$ cat src/rtl/fifo_pkg.sv
// Shared constants and helpers for the parameterised FIFO.
package fifo_pkg;

  localparam int DEFAULT_DATA_W = 32'd8;
  localparam int DEFAULT_DEPTH  = 32'd8;

  // Smallest w such that 2**w >= value; used to size pointers and counters.
  function automatic int clog2(input int value);
    int w;
    w = 32'd0;
    while ((32'd1 << w) < value) begin
      w = w + 32'd1;
    end
    return w;
  endfunction

endpackage

$ cat src/rtl/fifo_mem.sv
// FIFO storage: one write port and one registered read port, no reset on contents.
module fifo_mem
  import fifo_pkg::*;
#(
  parameter int DATA_W = DEFAULT_DATA_W,
  parameter int DEPTH  = DEFAULT_DEPTH,
  parameter int ADDR_W = clog2(DEPTH)
)(
  input  logic              clk,
  input  logic              i_wr_en,
  input  logic [ADDR_W-1:0] i_wr_addr,
  input  logic [DATA_W-1:0] i_wr_data,
  input  logic              i_rd_en,
  input  logic [ADDR_W-1:0] i_rd_addr,
  output logic [DATA_W-1:0] o_rd_data
);

  logic [DATA_W-1:0] r_mem [DEPTH];
  logic [DATA_W-1:0] r_rd_data;

  // Write port: store incoming word at the write address.
  always_ff @(posedge clk) begin
    if (i_wr_en) begin
      r_mem[i_wr_addr] <= i_wr_data;
    end
  end

  // Read port: capture the addressed word; a same-cycle write to this slot
  // is seen only on a later read (old data is returned).
  always_ff @(posedge clk) begin
    if (i_rd_en) begin
      r_rd_data <= r_mem[i_rd_addr];
    end
  end

  assign o_rd_data = r_rd_data;

endmodule

$ cat src/rtl/param_fifo.sv
// Parameterised synchronous FIFO: pointers, occupancy, status and sticky
// error flags; storage lives in fifo_mem.
module param_fifo
  import fifo_pkg::*;
#(
  parameter int DATA_W   = DEFAULT_DATA_W,
  parameter int DEPTH    = DEFAULT_DEPTH,
  parameter int AF_LEVEL = DEPTH - 32'sd2,
  parameter int AE_LEVEL = 32'sd2
)(
  input  logic                   clk,
  input  logic                   rst,
  input  logic                   flush,
  input  logic                   enq,
  input  logic [DATA_W-1:0]      din,
  input  logic                   deq,
  output logic [DATA_W-1:0]      dout,
  output logic                   dout_valid,
  output logic                   full,
  output logic                   empty,
  output logic                   almost_full,
  output logic                   almost_empty,
  output logic [clog2(DEPTH):0]  count,
  output logic                   overflow,
  output logic                   underflow
);

  localparam int PTR_W = clog2(DEPTH);
  localparam int CNT_W = PTR_W + 32'sd1;

  // Parameter sanity: power-of-two depth keeps pointer wrap free, and the
  // thresholds must be ordered inside the FIFO range.
  if ((DEPTH < 32'sd2) || ((DEPTH & (DEPTH - 32'sd1)) != 32'sd0)) begin : g_bad_depth
    $error("param_fifo: DEPTH must be a power of two and at least 2");
  end
  if (!((AE_LEVEL < AF_LEVEL) && (AF_LEVEL <= DEPTH))) begin : g_bad_levels
    $error("param_fifo: thresholds must satisfy AE_LEVEL < AF_LEVEL <= DEPTH");
  end

  logic [PTR_W-1:0]  r_head;
  logic [PTR_W-1:0]  r_tail;
  logic [CNT_W-1:0]  r_count;
  logic              r_dout_valid;
  logic              r_overflow;
  logic              r_underflow;

  logic              w_full;
  logic              w_empty;
  logic              w_rd_ok;
  logic              w_wr_ok;
  logic [CNT_W-1:0]  w_count_nxt;
  logic [DATA_W-1:0] w_rd_data;

  assign w_full  = (r_count == CNT_W'(DEPTH));
  assign w_empty = (r_count == {CNT_W{1'b0}});

  // Accept decisions: flush swallows both requests; a write into a full FIFO
  // is allowed only when a read frees a slot in the same cycle.
  always_comb begin
    w_rd_ok = 1'b0;
    w_wr_ok = 1'b0;
    if (flush) begin
      w_rd_ok = 1'b0;
      w_wr_ok = 1'b0;
    end else begin
      w_rd_ok = deq & ~w_empty;
      w_wr_ok = enq & (~w_full | w_rd_ok);
    end
  end

  // Next occupancy: unchanged when both or neither operation is accepted.
  always_comb begin
    w_count_nxt = r_count;
    case ({w_wr_ok, w_rd_ok})
      2'b10:   w_count_nxt = r_count + CNT_W'(1'b1);
      2'b01:   w_count_nxt = r_count - CNT_W'(1'b1);
      default: w_count_nxt = r_count;
    endcase
  end

  // Control state: async reset and synchronous flush both return to empty
  // and clear the sticky error flags.
  always_ff @(posedge clk or posedge rst) begin
    if (rst) begin
      r_head       <= {PTR_W{1'b0}};
      r_tail       <= {PTR_W{1'b0}};
      r_count      <= {CNT_W{1'b0}};
      r_dout_valid <= 1'b0;
      r_overflow   <= 1'b0;
      r_underflow  <= 1'b0;
    end else if (flush) begin
      r_head       <= {PTR_W{1'b0}};
      r_tail       <= {PTR_W{1'b0}};
      r_count      <= {CNT_W{1'b0}};
      r_dout_valid <= 1'b0;
      r_overflow   <= 1'b0;
      r_underflow  <= 1'b0;
    end else begin
      if (w_rd_ok) begin
        r_head <= r_head + PTR_W'(1'b1);
      end
      if (w_wr_ok) begin
        r_tail <= r_tail + PTR_W'(1'b1);
      end
      r_count      <= w_count_nxt;
      r_dout_valid <= w_rd_ok;
      if (enq & w_full & ~w_rd_ok) begin
        r_overflow <= 1'b1;
      end
      if (deq & w_empty) begin
        r_underflow <= 1'b1;
      end
    end
  end

  fifo_mem #(
    .DATA_W (DATA_W),
    .DEPTH  (DEPTH),
    .ADDR_W (PTR_W)
  ) u_mem (
    .clk       (clk),
    .i_wr_en   (w_wr_ok),
    .i_wr_addr (r_tail),
    .i_wr_data (din),
    .i_rd_en   (w_rd_ok),
    .i_rd_addr (r_head),
    .o_rd_data (w_rd_data)
  );

  // The read register is not reset, so the registered valid masks it to
  // zero whenever no word was dequeued (including during reset).
  assign dout         = w_rd_data & {DATA_W{r_dout_valid}};
  assign dout_valid   = r_dout_valid;
  assign full         = w_full;
  assign empty        = w_empty;
  assign almost_full  = (r_count >= CNT_W'(AF_LEVEL));
  assign almost_empty = (r_count <= CNT_W'(AE_LEVEL));
  assign count        = r_count;
  assign overflow     = r_overflow;
  assign underflow    = r_underflow;

endmodule

$ cat config.mk
export PLATFORM = sky130hd
export DESIGN_NAME = param_fifo
export DESIGN_NICKNAME = d
export VERILOG_FILES = /design/src/rtl/fifo_pkg.sv /design/src/rtl/fifo_mem.sv /design/src/rtl/param_fifo.sv
export SDC_FILE = /design/constraint.sdc
export NUM_CORES = 1
export LEC_CHECK = 0
export ABC_AREA = 1
export BUFFER_PORTS_ARGS = -buffer_cell sky130_fd_sc_hd__buf_2
export CAP_MARGIN = 20
export CORE_UTILIZATION = 60
export DETAILED_ROUTE_END_ITERATION = 12
export GPL_TIMING_DRIVEN = 0
export PLACE_DENSITY = 0.8
export SLEW_MARGIN = 20
export SYNTH_ARGS = -nofsm -noshare
export SYNTH_HDL_FRONTEND = slang
export SYNTH_HIERARCHICAL = 1
export SYNTH_SLANG_ARGS = --single-unit
$ cat constraint.sdc
create_clock -name clk -period 4.2 [get_ports clk]
set_input_delay 0.42 -clock clk [delete_from_list [all_inputs] [get_ports clk]]
set_output_delay 0.42 -clock clk [all_outputs]
set_load 0.02 [all_outputs]
==> results_dict.tcl, run 1 <==
set metrics [dict create \
    critPathLaunchType "flop" \
    syn_inst 412 \
    end_kind "flop" \
    post_cts_buffers 0 \
    reg2reg_depth 6 \
    maxSlewHeadroom_pct 34.45 \
    path_cells "nor2_4 -> nand3_1 -> nand2_2 -> nor2_2 -> nand2_1 -> nor2_1" \
    slowest_stage "nor2_1" \
    route.final.wire_length_mm 7.822 \
    synth.distinct_cells 28 \
    clk_latency_ns 0.35 \
    cts_sinks 85 \
    pwr-share-clk_pct 32.2 \
    cts_resized 0 \
    cts.clk_slew.worst_paths_ns 0.08 \
    synth_seq_cells 85 \
    drv_slew 0 \
    setup_viol 0 \
    crit_required_ns 4.17 \
    seq_area_frac_synth_pct 62.09 \
    critical_path_arrival_ns 2.31 \
    p_int_mw 1.321 \
    drc_errors 0 \
    rows 29 \
    cts-htree-levels 3 \
    layout_commonest_cell "nand2_1" \
    hold_class "in2async" \
    max_stage_delay_ns 0.76 \
    synth-edff-count 72 \
    p_leak_nw 2.205 \
    first_global_vias 2546 \
    io_buffers 31 \
    syn_avg_cell_area_sq_um 9.724 \
    die_w_microns 83.72 \
    start_util_pct 62.74 \
    tightestPinTransition_ns 0.9796 \
    ios 32 \
    gr-usage-all-layers_pct 24.40 \
    p_seq_share_pct 53.5 \
    setup.worst_path.start "count[0]$_DFFE_PP0P_" \
    postCtsHoldBufs 0 \
    tns_ns 0 \
    crit_family "simple AND/OR/NAND/NOR gates" \
    final_nets 472 \
    synth_ff_type "edfxtp_1" \
    vias 2747 \
    netlist_area_sq_um 4006 \
    path_class "reg2reg" \
    outcome "finished clean" \
    share_comb_of_total_power_pct 14.3 \
    cts_buffer_depth 2 \
    worst-r2r-setup-slack_ns 1.86 \
    die_area_sq_um 7008 \
    grt_max_degree 15 \
    stdcell_area_sq_um 4458 \
    hold_viol_final 0 \
    p_sw_share_pct 26.37 \
    rsz0062_at_grt "no" \
    min_period_ns 2.341 \
    reg2reg_from "count[0]$_DFFE_PP0P_" \
    async_flop_share_pct 15.29 \
    critPathBufInv 0 \
    r2r-end "u_mem/r_mem[6][4]$_DFFE_PP_" \
    wl_per_cell_microns 14.59 \
    via_per_inst 5.125 \
    dp_hpwl_mm 5.150 \
    syn_to_final_growth_pct 11.27 \
    cts-root-buf "clkbuf_8" \
    final_cell_mix "135 x nand2_1, 89 x inv_1, 72 x edfxtp_1" \
    syn_nets 430 \
    drtIter0Drc 303 \
    placed_area_sq_um 4258 \
    cellPowerDensity_nw_per_um2 402.5 \
    antenna_found_initial 0 \
    p_sw_mw 0.4733 \
    core_area_sq_um 6386 \
    overflow 0 \
    fin_crit_sh_pct 55.73 \
    critPathMaxFanout 8 \
    max_freq_mhz 427.2 \
    drive_gt1_share_pct 16.99 \
    skew_ns 0.009590 \
    cts_tree "yes" \
    synth-warning-count 6 \
    grt_pass1_wl_mm 12.57 \
    die_height_microns 83.72 \
    drt_pass1_iterations 5 \
    gp_congestion 0.7657 \
    diodes 0 \
    cap_violations 0 \
    vdd_drop_max_mv 0.2456 \
    numCtsBuffers 9 \
    ant_nets 0 \
]
[power groups by stage]
stage	sequential (mW)	combinational (mW)	clock [mW]
final	0.961	0.256	0.578
after CTS	0.961	0.256	0.588
after floorplan	0.983	0.173	0
after global routing	0.964	0.286	0.616
after global placement	0.978	0.248	0
after detailed placement	0.980	0.255	0
[worst register-to-register path: stages, from the launching register on]
cell and delay, ns:
dfrtp_1 0.55, nor2_4 0.08, nand3_1 0.15, nand2_2 0.12, nor2_2 0.18, nand2_1 0.13
nor2_1 0.76
[metrics by stage]
stage | util [%] | instances | total power [mW] | setup slack [ns] | hold slack, ns
2_1_floorplan | - | 412 | 1.157 | 2.324 | 0.2970
3_3_place_gp | 66.67 | 520 | 1.226 | 1.893 | 0.4421
3_5_place_dp | 66.67 | 520 | 1.235 | 1.856 | 0.4668
4_1_cts | 69.81 | 536 | 1.805 | 1.867 | 0.08801
5_1_grt | 69.81 | 536 | 1.865 | 1.680 | 0.1220
6_report | 69.81 | 536 | 1.795 | 1.859 | 0.08513
[worst max path at each step]
stage	endpoint	cells past startpoint
2_1_floorplan	u_mem/r_mem[1][0]$_DFFE_PP_	6
3_3_place_gp	u_mem/r_mem[6][5]$_DFFE_PP_	7
3_5_place_dp	u_mem/r_mem[1][5]$_DFFE_PP_	7
4_1_cts	u_mem/r_mem[1][5]$_DFFE_PP_	6
5_1_grt	u_mem/r_mem[0][5]$_DFFE_PP_	6
6_report	u_mem/r_mem[6][4]$_DFFE_PP_	6
[metal layers]
metal  up-vias  track usage [%]  wire [microns]  part of all wire, %
met4         0            11.86             126                  1.6
li1       1362                -               -                    -
met3        11            4.550             656                  8.4
met5         -                0               0                    0
met1      1259            32.24            3206                   41
met2       115            39.17            3833                   49
[area by class of cell]
class	count	area, sq um
sequential	85	2487
fill	479	1928
multi-input combinational	218	1047
inverter	96	362.8
timing repair buffer	31	155.1
clock buffer	11	141.4
buffer	13	108.9
tap	77	96.34
clock inverter	5	58.81
[logic make-up after synthesis]
kind of cell,synth area share (%)
simple gates,21.92
xor+xnor,0.2187
compound gates,2.248
fa+ha+maj,1.749
buf+inv,11.77
flops,62.09
[synth_stat cells, types with 3 or more instances]
cell type  instances  share of area (%)
a21oi_1            3               0.37
buf_4              3               0.56
inv_1             89                8.3
dfrtp_1           13                8.1
buf_6              6                1.7
nor2_2             3               0.47
ha_1               4                1.2
buf_2              3               0.37
o21ai_1            3               0.37
nand3_1           40                5.0
nor2_1            11                1.0
inv_2              6               0.56
o21ai_0            4               0.50
edfxtp_1          72                 54
nand2_1          135                 13
[sequential cells by signal, summed over array words and instances, names as in the netlist]
name and cells:
underflow 1, r_tail 3, r_head 3, u_mem/r_mem 64, overflow 1, u_mem/o_rd_data 8
dout_valid 1, count 4
No activity file was read; power rests on OpenSTA's default activity.
==> inputs of run 2 (changes only) <==
--- a/config.mk
+++ b/config.mk
@@ -8,10 +8,10 @@
 export ABC_AREA = 1
 export BUFFER_PORTS_ARGS = -buffer_cell sky130_fd_sc_hd__buf_2
 export CAP_MARGIN = 20
-export CORE_UTILIZATION = 60
+export CORE_UTILIZATION = 54
 export DETAILED_ROUTE_END_ITERATION = 12
 export GPL_TIMING_DRIVEN = 0
-export PLACE_DENSITY = 0.8
+export PLACE_DENSITY = 0.76
 export SLEW_MARGIN = 20
 export SYNTH_ARGS = -nofsm -noshare
 export SYNTH_HDL_FRONTEND = slang
==> constraint.sdc (replaced) <==
create_clock -name clk -period 2 [get_ports clk]
set_input_delay 0.2 -clock clk [delete_from_list [all_inputs] [get_ports clk]]
set_output_delay 0.2 -clock clk [all_outputs]
set_load 0.02 [all_outputs]
==> results_dict.tcl, run 2 (synthesis results as in run 1) <==
set metrics [dict create \
    vdd_drop_max_mv 0.6822 \
    ant_nets 0 \
    numCtsBuffers 9 \
    drt_pass1_iterations 4 \
    r2r-end "u_mem/r_mem[3][2]$_DFFE_PP_" \
    worstHoldPathCells 1 \
    dp_hpwl_mm 5.043 \
    hold_viol_final 0 \
    timing.hold.ws_ns 0.1061 \
    die_w_microns 88.14 \
    p_leak_nw 2.276 \
    final_nets 483 \
    die_height_microns 88.14 \
    cts_tree "yes" \
    diodes 0 \
    rows 31 \
    drc_errors 0 \
    path_class "reg2reg" \
    fin_crit_sh_pct 99.75 \
    max_freq_mhz 501.3 \
    gr-usage-all-layers_pct 21.80 \
    cts_buffer_depth 2 \
    drtIter0Drc 225 \
    hold_end "u_mem/r_mem[3][3]$_DFFE_PP_" \
    cts-htree-levels 3 \
    route.final.wire_length_mm 7.877 \
    cts.clk_slew.worst_paths_ns 0.09 \
    core_area_sq_um 7214 \
    skew_ns 0.01515 \
    tightestPinTransition_ns 0.5330 \
    crit_required_ns 2.06 \
    cellPowerDensity_nw_per_um2 792.0 \
    gp_congestion 0.7742 \
    grt_pass1_wl_mm 11.94 \
    drive_gt1_share_pct 20.43 \
    antenna_found_initial 0 \
    wl_per_cell_microns 13.84 \
    worst-r2r-setup-slack_ns 0.005 \
    cts-root-buf "clkbuf_8" \
    drv_slew 0 \
    critPathMaxFanout 7 \
    maxSlewHeadroom_pct 64.42 \
    vias 2753 \
    syn_to_final_growth_pct 17.08 \
    die_area_sq_um 7768 \
    cts_sinks 85 \
    hp-start "din[3]" \
    clk_latency_ns 0.36 \
    critPathLaunchType "flop" \
    largest_reg_flops 64 \
    setup_viol 0 \
    final_cell_mix "135 x nand2_1, 89 x inv_1, 72 x edfxtp_1" \
    ios 32 \
    io_buffers 31 \
    grt_max_degree 14 \
    first_global_vias 2483 \
    reg2reg_depth 8 \
    outcome "finished clean" \
    min_period_ns 1.995 \
    start_util_pct 55.53 \
    largest-register "u_mem/r_mem" \
    end_kind "flop" \
    post-route-util_pct 65.02 \
    cap_violations 0 \
    n_fill_cell 545 \
    critical_path_arrival_ns 2.06 \
    overflow 0 \
    reg2reg_from "count[3]$_DFFE_PP0P_" \
    hold_class "in2reg" \
    via_per_inst 4.838 \
    layout_commonest_cell "nand2_1" \
    rsz0062_at_grt "yes" \
]
## run 2: changes by cell type in the layout (fill, tap and decap cells not counted)
cell,change
clkbuf_8,-1
clkinvlp_4,-1
buf_12,+6
inv_6,-1
clkinv_1,+1
nor2_4,+8
nor2_1,-8
dfrtp_2,+2
dfrtp_1,-2
clkbuf_1,+1
buf_4,+4
dlygate4sd3_1,+1
clkinv_2,+1
## run 2: worst max-delay path, stage by stage, from the launching register on
cell and delay [ns]:
dfrtp_1 0.47, inv_2 0.11, nor2_2 0.04, nand3_1 0.13
nand2_2 0.11, nor2_2 0.18, nand2_1 0.28, nor2_4 0.23
buf_12 0.16
## run 2: worst max path at each step
stage / startpoint / slack, ns / endpoint
after global placement: count[0]$_DFFE_PP0P_ / -0.21 / u_mem/r_mem[1][6]$_DFFE_PP_
after CTS: count[0]$_DFFE_PP0P_ / -0.1 / u_mem/r_mem[4][0]$_DFFE_PP_
after detailed placement: count[0]$_DFFE_PP0P_ / -0.25 / u_mem/r_mem[0][0]$_DFFE_PP_
final: count[3]$_DFFE_PP0P_ / 0.005 / u_mem/r_mem[3][2]$_DFFE_PP_
after global routing: count[3]$_DFFE_PP0P_ / -0.12 / u_mem/r_mem[3][2]$_DFFE_PP_
after floorplan: count[1]$_DFFE_PP0P_ / 0.12 / u_mem/r_mem[1][0]$_DFFE_PP_
## run 2: final cells by class
type	count	area, sq um	area share [%]
inverter	96	362.8	7.735
tap	99	123.9	2.641
clock buffer	11	131.4	2.801
sequential	85	2490	53.08
timing repair buffer	42	315.3	6.722
clock inverter	5	51.30	1.094
buffer	13	108.9	2.321
multi-input combinational	218	1107	23.61
## run 2: layer usage
metal	vias to the layer above	track usage [%]	routed length [microns]
li1	1386	-	-
met5	-	0	0
met3	14	5.184	511
met1	1272	28.59	3273
met4	0	9.824	131
met2	81	34.81	3961
## run 2: through the flow
step / std cells / worst slack (ns) / area [sq um] / setup TNS, ns / power, mW
finish: 569 / 0.005018 / 4691 / 0 / 3.715
global route: 569 / -0.1229 / 4691 / -4.924 / 3.881
CTS: 559 / -0.09760 / 4508 / -3.668 / 3.705
detailed placement: 542 / -0.2533 / 4285 / -13.44 / 2.590
global placement: 542 / -0.2123 / 4285 / -11.75 / 2.573
floorplan: 412 / 0.1236 / 4006 / 0 / 2.429
## run 2: repair_timing
action                                  4_1_cts  5_1_grt
setup buffers                                 0       10
resized for setup                            10        8
pin swaps                                     0        8
hold endpoints to repair                     13        0
hold buffers                                  1        0
endpoints found under the setup margin       64       64
## run 2: where the power goes
group          leakage (nW)  switching [mW]  internal, mW  total [mW]
combinational          1.36           0.367         0.194       0.562
clock                0.0907           0.566         0.569        1.14
sequential            0.825          0.0362          1.98        2.02
total                  2.28           0.970          2.75        3.71
